File: src/rtl/vga_hline_vram_scan.sv
// Horizontal VGA scan engine with an integrated 128x96 x 3-bit video RAM.
// The engine produces 640x480@60 horizontal timing from a 100 MHz clock.
// Each RAM column is stretched to PIX_PER_COL screen pixels.
// The outputs (hsync, rgb, colour) are registered one clock behind hpixel, so
// they line up with the synchronous RAM read.
module vga_hline_vram_scan #(
  parameter int unsigned CLK_PER_PIX = 4,
  parameter int unsigned H_DISPLAY   = 640,
  parameter int unsigned H_FP        = 16,
  parameter int unsigned H_SYNC      = 96,
  parameter int unsigned H_BP        = 48,
  parameter int unsigned PIX_PER_COL = 5
) (
  input  logic       clk,
  input  logic       reset,
  input  logic [6:0] vpixel,
  output logic [6:0] hpixel,
  output logic       hsync,
  output logic       rgb,
  output logic       vga_red,
  output logic       vga_green,
  output logic       vga_blue
);

  localparam int unsigned H_TOTAL = H_DISPLAY + H_FP + H_SYNC + H_BP;
  localparam int unsigned V_ROWS  = 96;
  localparam int unsigned PW      = (CLK_PER_PIX > 1) ? $clog2(CLK_PER_PIX) : 1;
  localparam int unsigned HW      = $clog2(H_TOTAL);
  localparam int unsigned CW      = (PIX_PER_COL > 1) ? $clog2(PIX_PER_COL) : 1;

  localparam logic [PW-1:0] PRE_LAST   = PW'(CLK_PER_PIX - 1);
  localparam logic [HW-1:0] H_LAST     = HW'(H_TOTAL - 1);
  localparam logic [HW-1:0] H_DISP_END = HW'(H_DISPLAY);
  localparam logic [HW-1:0] SYNC_BEG   = HW'(H_DISPLAY + H_FP);
  localparam logic [HW-1:0] SYNC_END   = HW'(H_DISPLAY + H_FP + H_SYNC);
  localparam logic [CW-1:0] COL_LAST   = CW'(PIX_PER_COL - 1);
  localparam logic [6:0]    ROW_LIMIT  = 7'(V_ROWS);

  logic [PW-1:0] pre_q,  pre_d;
  logic [HW-1:0] hcnt_q, hcnt_d;
  logic [CW-1:0] col_q,  col_d;
  logic [6:0]    hpix_q, hpix_d;
  logic          hsync_q, hsync_d;
  logic          rgb_q,   rgb_d;
  logic [2:0]    colour_q, colour_d;

  logic tick;
  logic in_disp;
  logic sync_act;
  logic row_ok;

  // The video RAM has no write port, so it only ever holds its power-up image.
  // Word {row r, column c} is c[6:4] ^ r[6:4], and {vpixel, hpixel} selects it.
  // The read below stays a 1-clock registered lookup of that image.
  function automatic logic [2:0] vram_word(input logic [6:0] row, input logic [6:0] col);
    return col[6:4] ^ row[6:4];
  endfunction

  // Next-state logic: prescaler, line counter, column sub-counter and aligned outputs
  always_comb begin
    tick     = (pre_q == PRE_LAST);
    in_disp  = (hcnt_q < H_DISP_END);
    sync_act = (hcnt_q >= SYNC_BEG) && (hcnt_q < SYNC_END);
    row_ok   = (vpixel < ROW_LIMIT);

    pre_d  = tick ? '0 : pre_q + 1'b1;
    hcnt_d = hcnt_q;
    col_d  = col_q;
    hpix_d = hpix_q;

    if (tick) begin
      hcnt_d = (hcnt_q == H_LAST) ? '0 : hcnt_q + 1'b1;
      if (in_disp) begin
        if (col_q == COL_LAST) begin
          col_d  = '0;
          hpix_d = hpix_q + 1'b1;
        end else begin
          col_d = col_q + 1'b1;
        end
      end
    end
    if (!in_disp) begin
      col_d  = '0;
      hpix_d = '0;
    end

    // The output group samples the current hcount/hpixel, so it lands one clock behind hpixel
    hsync_d  = !sync_act;
    rgb_d    = in_disp;
    colour_d = (in_disp && row_ok) ? vram_word(vpixel, hpix_q) : '0;
  end

  // State registers with asynchronous active-low reset
  always_ff @(posedge clk or negedge reset) begin
    if (!reset) begin
      pre_q    <= '0;
      hcnt_q   <= '0;
      col_q    <= '0;
      hpix_q   <= '0;
      hsync_q  <= 1'b1;
      rgb_q    <= 1'b0;
      colour_q <= '0;
    end else begin
      pre_q    <= pre_d;
      hcnt_q   <= hcnt_d;
      col_q    <= col_d;
      hpix_q   <= hpix_d;
      hsync_q  <= hsync_d;
      rgb_q    <= rgb_d;
      colour_q <= colour_d;
    end
  end

  assign hpixel    = hpix_q;
  assign hsync     = hsync_q;
  assign rgb       = rgb_q;
  assign vga_red   = colour_q[2];
  assign vga_green = colour_q[1];
  assign vga_blue  = colour_q[0];

endmodule

File: config.mk
export PLATFORM = sky130hd
export DESIGN_NAME = vga_hline_vram_scan
export DESIGN_NICKNAME = d
export VERILOG_FILES = /design/src/rtl/vga_hline_vram_scan.sv
export SDC_FILE = /design/constraint.sdc
export NUM_CORES = 1
export LEC_CHECK = 0
export ABC_CLOCK_PERIOD_IN_PS = 2009
export CAP_MARGIN = 20
export CORE_ASPECT_RATIO = 1.1
export CORE_MARGIN = 8
export CORE_UTILIZATION = 50
export DETAILED_ROUTE_END_ITERATION = 16
export PLACE_DENSITY = 0.84
export SYNTH_ARGS = -nofsm -noshare
export SYNTH_HDL_FRONTEND = slang
export SYNTH_SLANG_ARGS = --single-unit
File: constraint.sdc
create_clock -name clk -period 2.01 [get_ports clk]
set_input_delay 0.402 -clock clk [delete_from_list [all_inputs] [get_ports clk]]
set_output_delay 0.402 -clock clk [all_outputs]
set_load 0.01 [all_outputs]
# Yosys cells after proc, flatten, opt, wreduce, memory -nomap -nowiden
# Index checks and enable logic that the tools add are counted.
# word_totals
register_bits,27
inputBits,9
output_inout_bits,12
wordCells,34
# op_classes
n_addsub,4
n_lt_le_gt_ge,4
eq_ne,5
mux,9
n_bitwise,1
reduce_logical,4
# op_table
operator,n
7-bit two-way mux,3
"10-bit less-than comparator, second input constant",2
3-bit two-way mux,4
"10-bit by 1-bit adder with 10-bit output, second input constant",1
"10-bit == test, second input constant",1
"10-bit greater-or-equal comparator, second input constant",1
10-bit two-way mux,1
"7-bit by 1-bit adder with 7-bit output, second input constant",1
"7-bit less-than comparator, second input constant",1
"2-bit by 1-bit != test with 1-bit output, second input constant",2
"3-bit by 1-bit adder with 3-bit output, second input constant",1
"3-bit == test, second input constant",1
3-bit XOR,1
"2-bit by 1-bit adder with 2-bit output, second input constant",1
"2-bit == test, second input constant",1
1-bit logical AND,2
2-bit two-way mux,1
2-bit AND reduction,1
1-bit logical NOT,1

# Longest topological paths before layout
# Gate-level depths: netlist of the first run.
# logic_depth
word_depth,4
ltp_mapped,7
depth_no_buf,6

# Worst setup path after synthesis of the first run
# No wires, ideal clock.
# synth_path
kind,flip-flop to flip-flop
startpoint,register pre_q[0]
endpoint,"register hpix_q[6], in the netlist hpixel[6]"
arrival_ns,1.297
required_ns,1.878
setup_slack_ns,0.581
stages_incl_launch_ff,8
path_buffers,2
synth_period_minus_slack_ns,1.429
cell_sequence,dfrtp_1 > ha_1 > clkbuf_8 > and3_1 > buf_2 > nand4_1 > xor2_1 > nor2_1
# synth_between
elab_chain_len,3
# synth_lines
element,line_no,rtl
"start, declared",39,"logic [PW-1:0] pre_q, pre_d;"
"start signal, assigned",104,pre_q <= pre_d;
2-bit == test,61,tick = (pre_q == PRE_LAST);
2-bit by 1-bit != test with 1-bit output (no source line),-,
2-bit AND reduction (no source line),-,
"end signal, assigned",107,hpix_q <= hpix_d;
"end, declared",42,"logic [6:0] hpix_q, hpix_d;"
# No other way between the ends.
# A chain may end at the register's enable or synchronous reset.

# Final worst setup path of the first run
# layout_path
startpoint,"register hsync_q, in the netlist hsync"
endpoint,output port hsync
# layout_rtl
element,line_no,rtl
"start, declared",43,"logic hsync_q, hsync_d;"
"start signal, assigned",108,hsync_q <= hsync_d;
"end, declared",18,"output logic hsync,"
# No word-level cell between the ends.

==> results of run 1 <==
## power by group through the flow
| stage | registers (uW) | clock network [uW] | logic, uW |
|---|---|---|---|
| floorplan | 560 | 0 | 5.37 |
| global placement | 558 | 0 | 34.9 |
| detailed placement | 558 | 0 | 36.4 |
| CTS | 548 | 241 | 36.5 |
| global route | 548 | 258 | 39.7 |
| finish | 548 | 233 | 35.2 |
## final timing paths
path,end,slack [ns],startpoint,depth (start not counted)
worst max-delay path,hsync,0.21,hsync,1
worst min-delay path,hpixel[0],0.43,reset,2
worst max register to register,hcnt_q[7],0.36,pre_q[0],5
worst min register to register,pre_q[0],0.43,pre_q[0],1
max in group asynchronous,hsync,1.29,reset,2
min in group clk,pre_q[0],0.43,pre_q[0],1
## through the flow
stage	hold slack, ns	area [sq um]	setup slack (ns)	util
after floorplan	0.106	1320	0.581	-
after global placement	0.413	1500	0.424	0.603
after detailed placement	0.416	1500	0.368	0.603
after CTS	0.430	1530	0.191	0.615
after global routing	0.453	1530	0.157	0.615
final	0.426	1530	0.211	0.615
## cells by family after synthesis
| group | after synthesis | synth area share |
|---|---|---|
| simple gates | 48 | 0.213 |
| compound gates | 14 | 0.0646 |
| buf+inv | 12 | 0.0437 |
| fa+ha+maj | 6 | 0.0570 |
| xor+xnor | 14 | 0.0931 |
| flops | 27 | 0.514 |
| mux | 2 | 0.0152 |
## per-layer routing
metal,share of wire,global-route usage,vias to the layer above
met2,0.52,0.202,20
met1,0.41,0.117,446
li1,-,-,463
met5,0,0,-
met4,0.013,0.0364,0
met3,0.052,0.0307,4
## state kept, by name, indices dropped and copies added, names as in the netlist
| signal | count |
|---|---|
| colour_q | 3 |
| pre_q | 2 |
| col_q | 3 |
| hpixel | 7 |
| hcnt_q | 10 |
| rgb | 1 |
| hsync | 1 |
## cell usage in the layout (no fill, tap or decap), drive strengths merged
cell and instances:
a211oi 1, nand3 3, dfstp 1, o21a 1, nor3 4, buf 2, clkbuf 3, nand2b 1
inv 8, a21oi 7, mux2i 2, a31o 1, o21ai 2, nand3b 1, nor4 2, nor2 15
nand2 7, clkdlybuf4s50 16, xor2 6, dfrtp 26, xnor2 8, o22ai 1, a31oi 1, ha 6
clkinvlp 1, or3b 1, nor2b 1, nand4 8, and3 5
## area by class of cell
type	instances	area [sq um]
fill	206	962
sequential	27	677
multi-input combinational	84	583
timing repair buffer	18	175
tap	31	38.8
inverter	8	30.0
clock buffer	3	22.5
clock inverter	1	7.51
==> results.sh, run 1 <==
export IMPL_dr_pass1_iters=4
export IMPL_vias_per_cell=5.42
export IMPL_ys_warn_count=0
export IMPL_yosysMostFrequentCell="dfrtp_1"
export IMPL_antenna_found_initial=0
export IMPL_worst_pin_slew_ns=0.470
export IMPL_die_y_um=69.8
export IMPL_clock_fmax_mhz=556
export IMPL_final_cells=172
export IMPL_cts_resized=0
export IMPL_ys_flop_type="dfrtp_1"
export IMPL_die_area_sq_mm=0.00454
export IMPL_drive_gt1_frac=0.0993
export IMPL_syn_nets=138
export IMPL_synth_top_area_frac=0.494
export IMPL_row_count=19
export IMPL_status="completed"
export IMPL_finClkSkew_ns=0.0106
export IMPL_finalNetCount=157
export IMPL_yosys_area_top_type="dfrtp_1"
export IMPL_ant_nets=0
export IMPL_arrival_ns=1.40
export IMPL_combPwrFrac=0.043
export IMPL_ys_seq_area_frac=0.514
export IMPL_ys_types=33
export IMPL_gp_congestion=0.831
export IMPL_synth_area_sq_mm=0.00132
export IMPL_grt_pass1_vias=976
export IMPL_p_clk_frac=0.285
export IMPL_slew_violations=0
export IMPL_vias=933
export IMPL_initial_core_util=0.528
export IMPL_finalSetupViolCount=0
export IMPL_endpoint_kind="primary output"
export IMPL_power_uw=816
export IMPL_yosys_top_cells_count="26 x dfrtp_1, 14 x nor2_1, 8 x inv_1, 8 x nand4_1, 8 x xnor2_1"
export IMPL_grt_ovfl_total=0
export IMPL_syn2layout_area_growth_pct=16.4
export IMPL_clock_latency_ns=0.32
export IMPL_ys_seq_elements=27
export IMPL_critPathKind="flop to primary output"
export IMPL_post_cts_buffers=0
export IMPL_htreeDepth=1
export IMPL_routed_wl_mm=2.40
export IMPL_diodes=0
export IMPL_crit_fanout=1
export IMPL_cts_tree="done"
export IMPL_cts_clk_slew_worst_paths_ns=0.15
export IMPL_synth_area_leaders="dfrtp_1 49%, ha_1 5.7%, xnor2_1 5.3%, nor2_1 4.0%, xor2_1 4.0%"
export IMPL_wl_per_cell_um=14.0
export IMPL_die_w_um=64.9
export IMPL_grt_pass1_wl_mm=4.17
export IMPL_crit_path_start_kind="flop"
export IMPL_p_leak_uw=0.000666
export IMPL_hold_class="primary input to asynchronous set/reset pin"
export IMPL_dp_cells=168
export IMPL_cts_sinks=27
export IMPL_core_area_sq_mm=0.00250
export IMPL_numCtsBuffers=3
export IMPL_vdd_drop_max_mv=0.426
export IMPL_slew_headroom=0.687
export IMPL_p_sw_frac=0.216
export IMPL_p_per_area_mw_per_mm2=532
export IMPL_drv_cap=0
export IMPL_required_ns=1.61
export IMPL_path_cells="clkdlybuf4s50_1"
export IMPL_grt_util_all_layers=0.111
export IMPL_rsz0062_at_grt="false"
export IMPL_period_share=0.895
export IMPL_period_needed_ns=1.80
export IMPL_cpPeakStageDelay_ns=0.55
export IMPL_port_buffers=16
export IMPL_dp_final_hpwl_mm=1.82
export IMPL_p_sw_uw=177
export IMPL_seq_power_share=0.671
export IMPL_syn_area_per_cell_sq_um=10.7
export IMPL_crit_family="flip-flops"
export IMPL_intPower_uw=639
export IMPL_root_buffer="clkbuf_4"
export IMPL_postSynthCellCount=123
export IMPL_ys_async_sr_fraction=1.00
export IMPL_synth_edf_count=0
export IMPL_drt_iter0_drc=44
export IMPL_drc=0
export IMPL_crit_slowest_cell="dfstp_2"
export IMPL_path_buf_inv=1
export IMPL_clockBufferDepth=2
export IMPL_grt_start_max_net_pins=28
export IMPL_tns_ns=0
export IMPL_cts_hold_buf=0
export IMPL_hold_viol=0
export IMPL_ios=21
Power figures use the tool's default switching activity.
==> run 2: changes to the inputs <==
CTS_CLUSTER_DIAMETER = 100   (was not set)
==> results of run 2 <==
The final DEF is identical to that of run 1; final timing and power are the same.
